`config.mk`:
```
export PLATFORM = sky130hd
export DESIGN_NAME = axis_uart_arbiter
export DESIGN_NICKNAME = d
export VERILOG_FILES = /design/src/rtl/axis_uart_pkg.sv /design/src/rtl/rr_pick.sv /design/src/rtl/axis_uart_arbiter.sv
export SDC_FILE = /design/constraint.sdc
export NUM_CORES = 1
export LEC_CHECK = 0
export ABC_AREA = 1
export ABC_CLOCK_PERIOD_IN_PS = 1800
export CORE_MARGIN = 4
export CORE_UTILIZATION = 46
export DETAILED_ROUTE_END_ITERATION = 10
export PLACE_DENSITY = 0.87
export SYNTH_ARGS = -nofsm -noshare
export SYNTH_HDL_FRONTEND = slang
export SYNTH_SLANG_ARGS = --single-unit
export TNS_END_PERCENT = 30
```
`constraint.sdc`:
```
create_clock -name clk -period 1.8 [get_ports clk]
set_input_delay 0.36 -clock clk [delete_from_list [all_inputs] [get_ports clk]]
set_output_delay 0.36 -clock clk [all_outputs]
set_load 0.05 [all_outputs]
```
`src/rtl/axis_uart_pkg.sv`:
```
// Shared types for the AXI-stream to UART arbiter: FSM state encoding and idle-counter width.
package axis_uart_pkg;

  typedef enum logic {
    ST_IDLE = 1'b0,
    ST_LOCK = 1'b1
  } arb_state_t;

  localparam int IDLE_CNT_W = 16;

  typedef logic [IDLE_CNT_W-1:0] idle_cnt_t;

endpackage

```
`src/rtl/rr_pick.sv`:
```
// Combinational round-robin search: first requester at or above ptr, wrapping around.
module rr_pick #(
  parameter int N = 2,
  parameter int W = (N > 1) ? $clog2(N) : 1
) (
  input  logic [N-1:0] req,
  input  logic [W-1:0] ptr,
  output logic [W-1:0] winner,
  output logic         found
);

  logic [W-1:0] idx;

  // Walk from the farthest offset down so the nearest requester is written last and wins.
  always_comb begin
    winner = '0;
    found  = 1'b0;
    idx    = '0;
    for (int i = N - 1; i >= 0; i--) begin
      idx = W'((int'(ptr) + i) % N);
      if (req[idx]) begin
        winner = idx;
        found  = 1'b1;
      end
    end
  end

endmodule

```
`src/rtl/axis_uart_arbiter.sv`:
```
// Packet-locked round-robin arbiter merging NUM_SRC AXI-stream sources onto one UART TX stream.
//   state   | meaning
//   ST_IDLE | no packet owner; one arbitration cycle, no transfers
//   ST_LOCK | granted source owns the TX path until last beat or idle timeout
module axis_uart_arbiter
  import axis_uart_pkg::*;
#(
  parameter  int NUM_SRC   = 2,
  parameter  int DATA_BITS = 8,
  parameter  int TIMEOUT   = 255,
  localparam int GID_W     = $clog2(NUM_SRC)
) (
  input  logic                         clk,
  input  logic                         rst,
  input  logic [NUM_SRC*DATA_BITS-1:0] s_axis_data,
  input  logic [NUM_SRC-1:0]           s_axis_valid,
  input  logic [NUM_SRC-1:0]           s_axis_last,
  output logic [NUM_SRC-1:0]           s_axis_ready,
  output logic [DATA_BITS-1:0]         m_axis_data,
  output logic                         m_axis_valid,
  output logic                         m_axis_last,
  input  logic                         m_axis_ready,
  output logic [GID_W-1:0]             grant_id,
  output logic                         busy,
  output logic                         timeout_pulse
);

  arb_state_t           state, state_nxt;
  idle_cnt_t            idle_cnt;
  logic [GID_W-1:0]     rr_ptr, rr_winner;
  logic                 rr_found;
  logic [DATA_BITS-1:0] src_data [NUM_SRC];

  always_comb begin
    for (int i = 0; i < NUM_SRC; i++) src_data[i] = s_axis_data[i*DATA_BITS +: DATA_BITS];
  end

  assign rr_ptr = (grant_id == GID_W'(NUM_SRC - 1)) ? '0 : grant_id + GID_W'(1);

  rr_pick #(.N(NUM_SRC), .W(GID_W)) u_rr_pick (
    .req    (s_axis_valid),
    .ptr    (rr_ptr),
    .winner (rr_winner),
    .found  (rr_found)
  );

  always_ff @(posedge clk or posedge rst) begin
    if (rst) begin
      state    <= ST_IDLE;
      grant_id <= GID_W'(NUM_SRC - 1);
      idle_cnt <= '0;
    end else begin
      state <= state_nxt;
      if (state == ST_IDLE && rr_found) grant_id <= rr_winner;
      // Only a starved grant ages the counter; back-pressure holds it.
      if (state != ST_LOCK || (m_axis_valid && m_axis_ready) || timeout_pulse) idle_cnt <= '0;
      else if (!s_axis_valid[grant_id]) idle_cnt <= idle_cnt + IDLE_CNT_W'(1);
    end
  end

  always_comb begin
    state_nxt = state;
    case (state)
      ST_IDLE: if (rr_found) state_nxt = ST_LOCK;
      ST_LOCK: begin
        if ((m_axis_valid && m_axis_ready && m_axis_last) || timeout_pulse) state_nxt = ST_IDLE;
      end
      default: state_nxt = ST_IDLE;
    endcase
  end

  always_comb begin
    m_axis_data   = '0;
    m_axis_valid  = 1'b0;
    m_axis_last   = 1'b0;
    s_axis_ready  = '0;
    busy          = (state == ST_LOCK);
    timeout_pulse = (state == ST_LOCK) && (idle_cnt == IDLE_CNT_W'(TIMEOUT));
    if (state == ST_LOCK) begin
      m_axis_data            = src_data[grant_id];
      m_axis_valid           = s_axis_valid[grant_id];
      m_axis_last            = s_axis_last[grant_id];
      s_axis_ready[grant_id] = m_axis_ready;
    end
  end

endmodule
```
==> flow_summary.toml <==
[run_status]
outcome = "finished, violations left"
violations = "setup timing"

[final_layout]
drive_above_1_share_pct = 28.9
postLayoutCoreUtil_pct = 81.1
nets = 260
diodes = 0
fill_cells = 154
area_delta_synth_final_pct = 64.8

[logic_synthesis]
yosysTopAreaCellShare_pct = 34.3
synthTopCellsByArea = "dfrtp_1 34%, nand2_1 17%, nor2_1 10%"
synth.ff_latch_count = 18
avgSynthCellArea_um2 = 6.60
ys_warn_count = 0
ys_seq_area_share_pct = 36.4
syn_nets = 212
synth_top_area_cell = "dfrtp_1"
syn_area_um2 = 1240
synth.distinct_cells = 26
postSynthCellCount = 188

[power]
p_seq_share_pct = 18.0
power_w = 0.00300
intPower_w = 0.00146
comb_power_share_pct = 73.7
ir_worst_vdd_v = 0.00158
power_frac_clock_pct = 8.4
switching_share_pct = 51.2
leakage_nw = 0.910
p_sw_w = 0.00153
power_density_nw_per_um2 = 1460

[clock_network]
cts_buffers = 3
cts_tree = "yes"
clkLatencyLatePin_ps = 300
cts_root_buffer = "clkbuf_4"
clkTransAtPathRegs_ps = 110
cts_hold_buf = 0
htreeDepth = 1
ctsLongestPathBuffers = 2
clock_sinks = 18

[drt]
drt-initial-drc-count = 80
post_drt_via_cell_ratio = 5.27
ant_nets = 0
drt_wl_total_um = 4090
wl_per_cell_um = 15.4
dr.pass1.iters = 4
drc_errors = 0
vias = 1397

[global_routing]
grt_max_degree = 16
grt_antenna_before_repair = 0
grt_pass1_wl_um = 6080
grt-ovfl-total = 0
grt_pass1_vias = 1326
groute.usage.overall_pct = 22.6

[sta]
finClkSkew_ps = 13.0
rsz0062_at_grt = "yes"
fmax_mhz = 527
finalSetupViolations = 11
final_max_slew_viol_count = 0
fin_crit_ps = 1900
finalCritPeriodShare_pct = 105
worst_slack_ps = -96.8
worstMarginPinSlew_ps = 331
hold_violations = 0
relSlewSlack_pct = 77.9

[placement]
gp_congestion = 0.932
portBuffers = 37
hpwl_um = 2750

[worst_setup_path]
path_max_fanout = 7
critical_path.max_stage_delay_ps = 640
cp-start-kind = "flop"
critPathKind = "reg -> out"
path_cells = "buf_12 > nand2_1 > a21oi_4 > buf_8"
endpoint_kind = "primary output"
cp_top_family = "flip-flops"
arrival_ps = 1540
worstPathRequired_ps = 1440
cpMaxStageDelayCell = "dfstp_2"
crit_buf_inv = 2

[die]
die_x_um = 59.9
ios = 38
die_area_um2 = 3590
start_util_pct = 49.2
die_h_um = 59.9
core_um2 = 2520
placementRows = 18

[worst_hold_path]
hold_class = "in -> async"

[flow_run]
drv_cap = 0
[logic make-up after synthesis]
family                   after synthesis  share of synthesized area [%]
AND/OR/NAND/NOR                      120                           42.1
buffers and inverters                 25                           7.66
AO/OA/AOI/OAI                         16                           7.16
XOR/XNOR                               8                           5.65
adder cells (fa/ha/maj)                1                           1.01
flip-flops                            18                           36.4
[cell usage in the layout, fill, tap and decap left out]
| master | synthesis | routed |
|---|---|---|
| nor3_2 | 1 | 1 |
| buf_12 | 0 | 7 |
| buf_8 | 0 | 1 |
| ha_4 | 0 | 1 |
| a31oi_1 | 1 | 1 |
| nor2_2 | 1 | 2 |
| nor3_1 | 5 | 2 |
| a21oi_2 | 1 | 1 |
| nand4_1 | 8 | 8 |
| xnor2_1 | 2 | 2 |
| buf_4 | 0 | 7 |
| o21ai_2 | 1 | 1 |
| a21oi_1 | 11 | 2 |
| inv_2 | 1 | 1 |
| dfstp_2 | 1 | 1 |
| dfrtp_1 | 17 | 15 |
| inv_4 | 0 | 1 |
| dfrtp_2 | 0 | 2 |
| nand3_1 | 10 | 9 |
| nor3_4 | 0 | 3 |
| clkdlybuf4s50_1 | 0 | 22 |
| inv_1 | 21 | 20 |
| o21ai_0 | 1 | 1 |
| clkbuf_8 | 0 | 1 |
| clkbuf_4 | 0 | 3 |
| buf_6 | 0 | 8 |
| o21ai_1 | 1 | 1 |
| nor2_4 | 1 | 2 |
| clkbuf_16 | 0 | 1 |
| nand2_2 | 4 | 11 |
| a21oi_4 | 0 | 9 |
| nand3_2 | 0 | 1 |
| nor2_1 | 34 | 32 |
| xor2_1 | 6 | 6 |
| nand2_4 | 1 | 3 |
| nand2_1 | 55 | 46 |
[layer usage]
metal	track usage, %	up-vias	share of wire (%)
met5	0	-	0
met4	5.70	0	2.4
met3	3.89	10	6.7
met2	41.5	49	50
met1	27.0	648	41
li1	-	690	-
[what timing repair did]
item / in CTS / in global routing
pin swaps: 3 / 8
endpoints found under the setup margin: 11 / 11
cloned: 0 / 1
setup buffers: 4 / 0
resized for setup: 19 / 12
[through the flow]
step	instances	TNS (ps)	hold WS, ps	area [um^2]	setup WS (ps)
2_1_floorplan	188	-133	298	1380	-18.9
3_3_place_gp	256	0	523	1850	94.3
3_5_place_dp	256	0	562	1850	43.5
4_1_cts	264	-286	277	1980	-141
5_1_grt	265	-1080	297	2050	-166
6_report	265	-424	278	2050	-96.8
[layout make-up]
| cell class | count | area, um^2 | area share (%) |
|---|---|---|---|
| clock buffer | 4 | 36.3 | 1.77 |
| tap | 30 | 37.5 | 1.83 |
| timing repair buffer | 46 | 543 | 26.5 |
| sequential | 18 | 454 | 22.2 |
| multi-input combinational | 145 | 890 | 43.5 |
| inverter | 22 | 85.1 | 4.16 |
[worst paths after layout]
check | slack (ps) | cells past startpoint | startpoint | to
hold / removal | 280 | 2 | rst | idle_cnt[1]
min in group clk | 580 | 3 | idle_cnt[15] | idle_cnt[15]
setup / recovery | -100 | 4 | grant_id | m_axis_data[5]
hold reg to reg | 580 | 3 | idle_cnt[15] | idle_cnt[15]
setup reg to reg | 160 | 7 | grant_id | idle_cnt[12]
max in group asynchronous | 1060 | 3 | rst | idle_cnt[14]
[synthesized netlist by cell type]
| master | instances |
|---|---|
| xnor2_1 | 2 |
| nand2_1 | 55 |
| a31oi_1 | 1 |
| buf_2 | 1 |
| nor2_1 | 34 |
| ha_1 | 1 |
| nand4_1 | 8 |
| o21ai_0 | 1 |
| a21oi_2 | 1 |
| clkbuf_1 | 1 |
| xor2_1 | 6 |
| inv_1 | 21 |
| dfstp_2 | 1 |
| nand2_2 | 4 |
| o21ai_1 | 1 |
| nor2_2 | 1 |
| nor3_2 | 1 |
| nand2_4 | 1 |
| nand3_1 | 10 |
| dfrtp_1 | 17 |
| buf_1 | 1 |
| o21ai_2 | 1 |
| nor3_1 | 5 |
| nor2_4 | 1 |
| inv_2 | 1 |
| a21oi_1 | 11 |
[registers in the layout (all words and copies together) (netlist names)]
| signal | cells |
|---|---|
| grant_id | 1 |
| busy | 1 |
| idle_cnt | 16 |
[power groups by stage]
stage | logic, W | clock network, W | registers [W]
after floorplan | 0.00119 | 0 | 0.000600
after global placement | 0.00188 | 0 | 0.000526
after detailed placement | 0.00190 | 0 | 0.000526
after CTS | 0.00208 | 0.000260 | 0.000523
after global routing | 0.00231 | 0.000275 | 0.000546
final | 0.00221 | 0.000250 | 0.000539
Note: power is estimated with default switching activity, not from simulation.
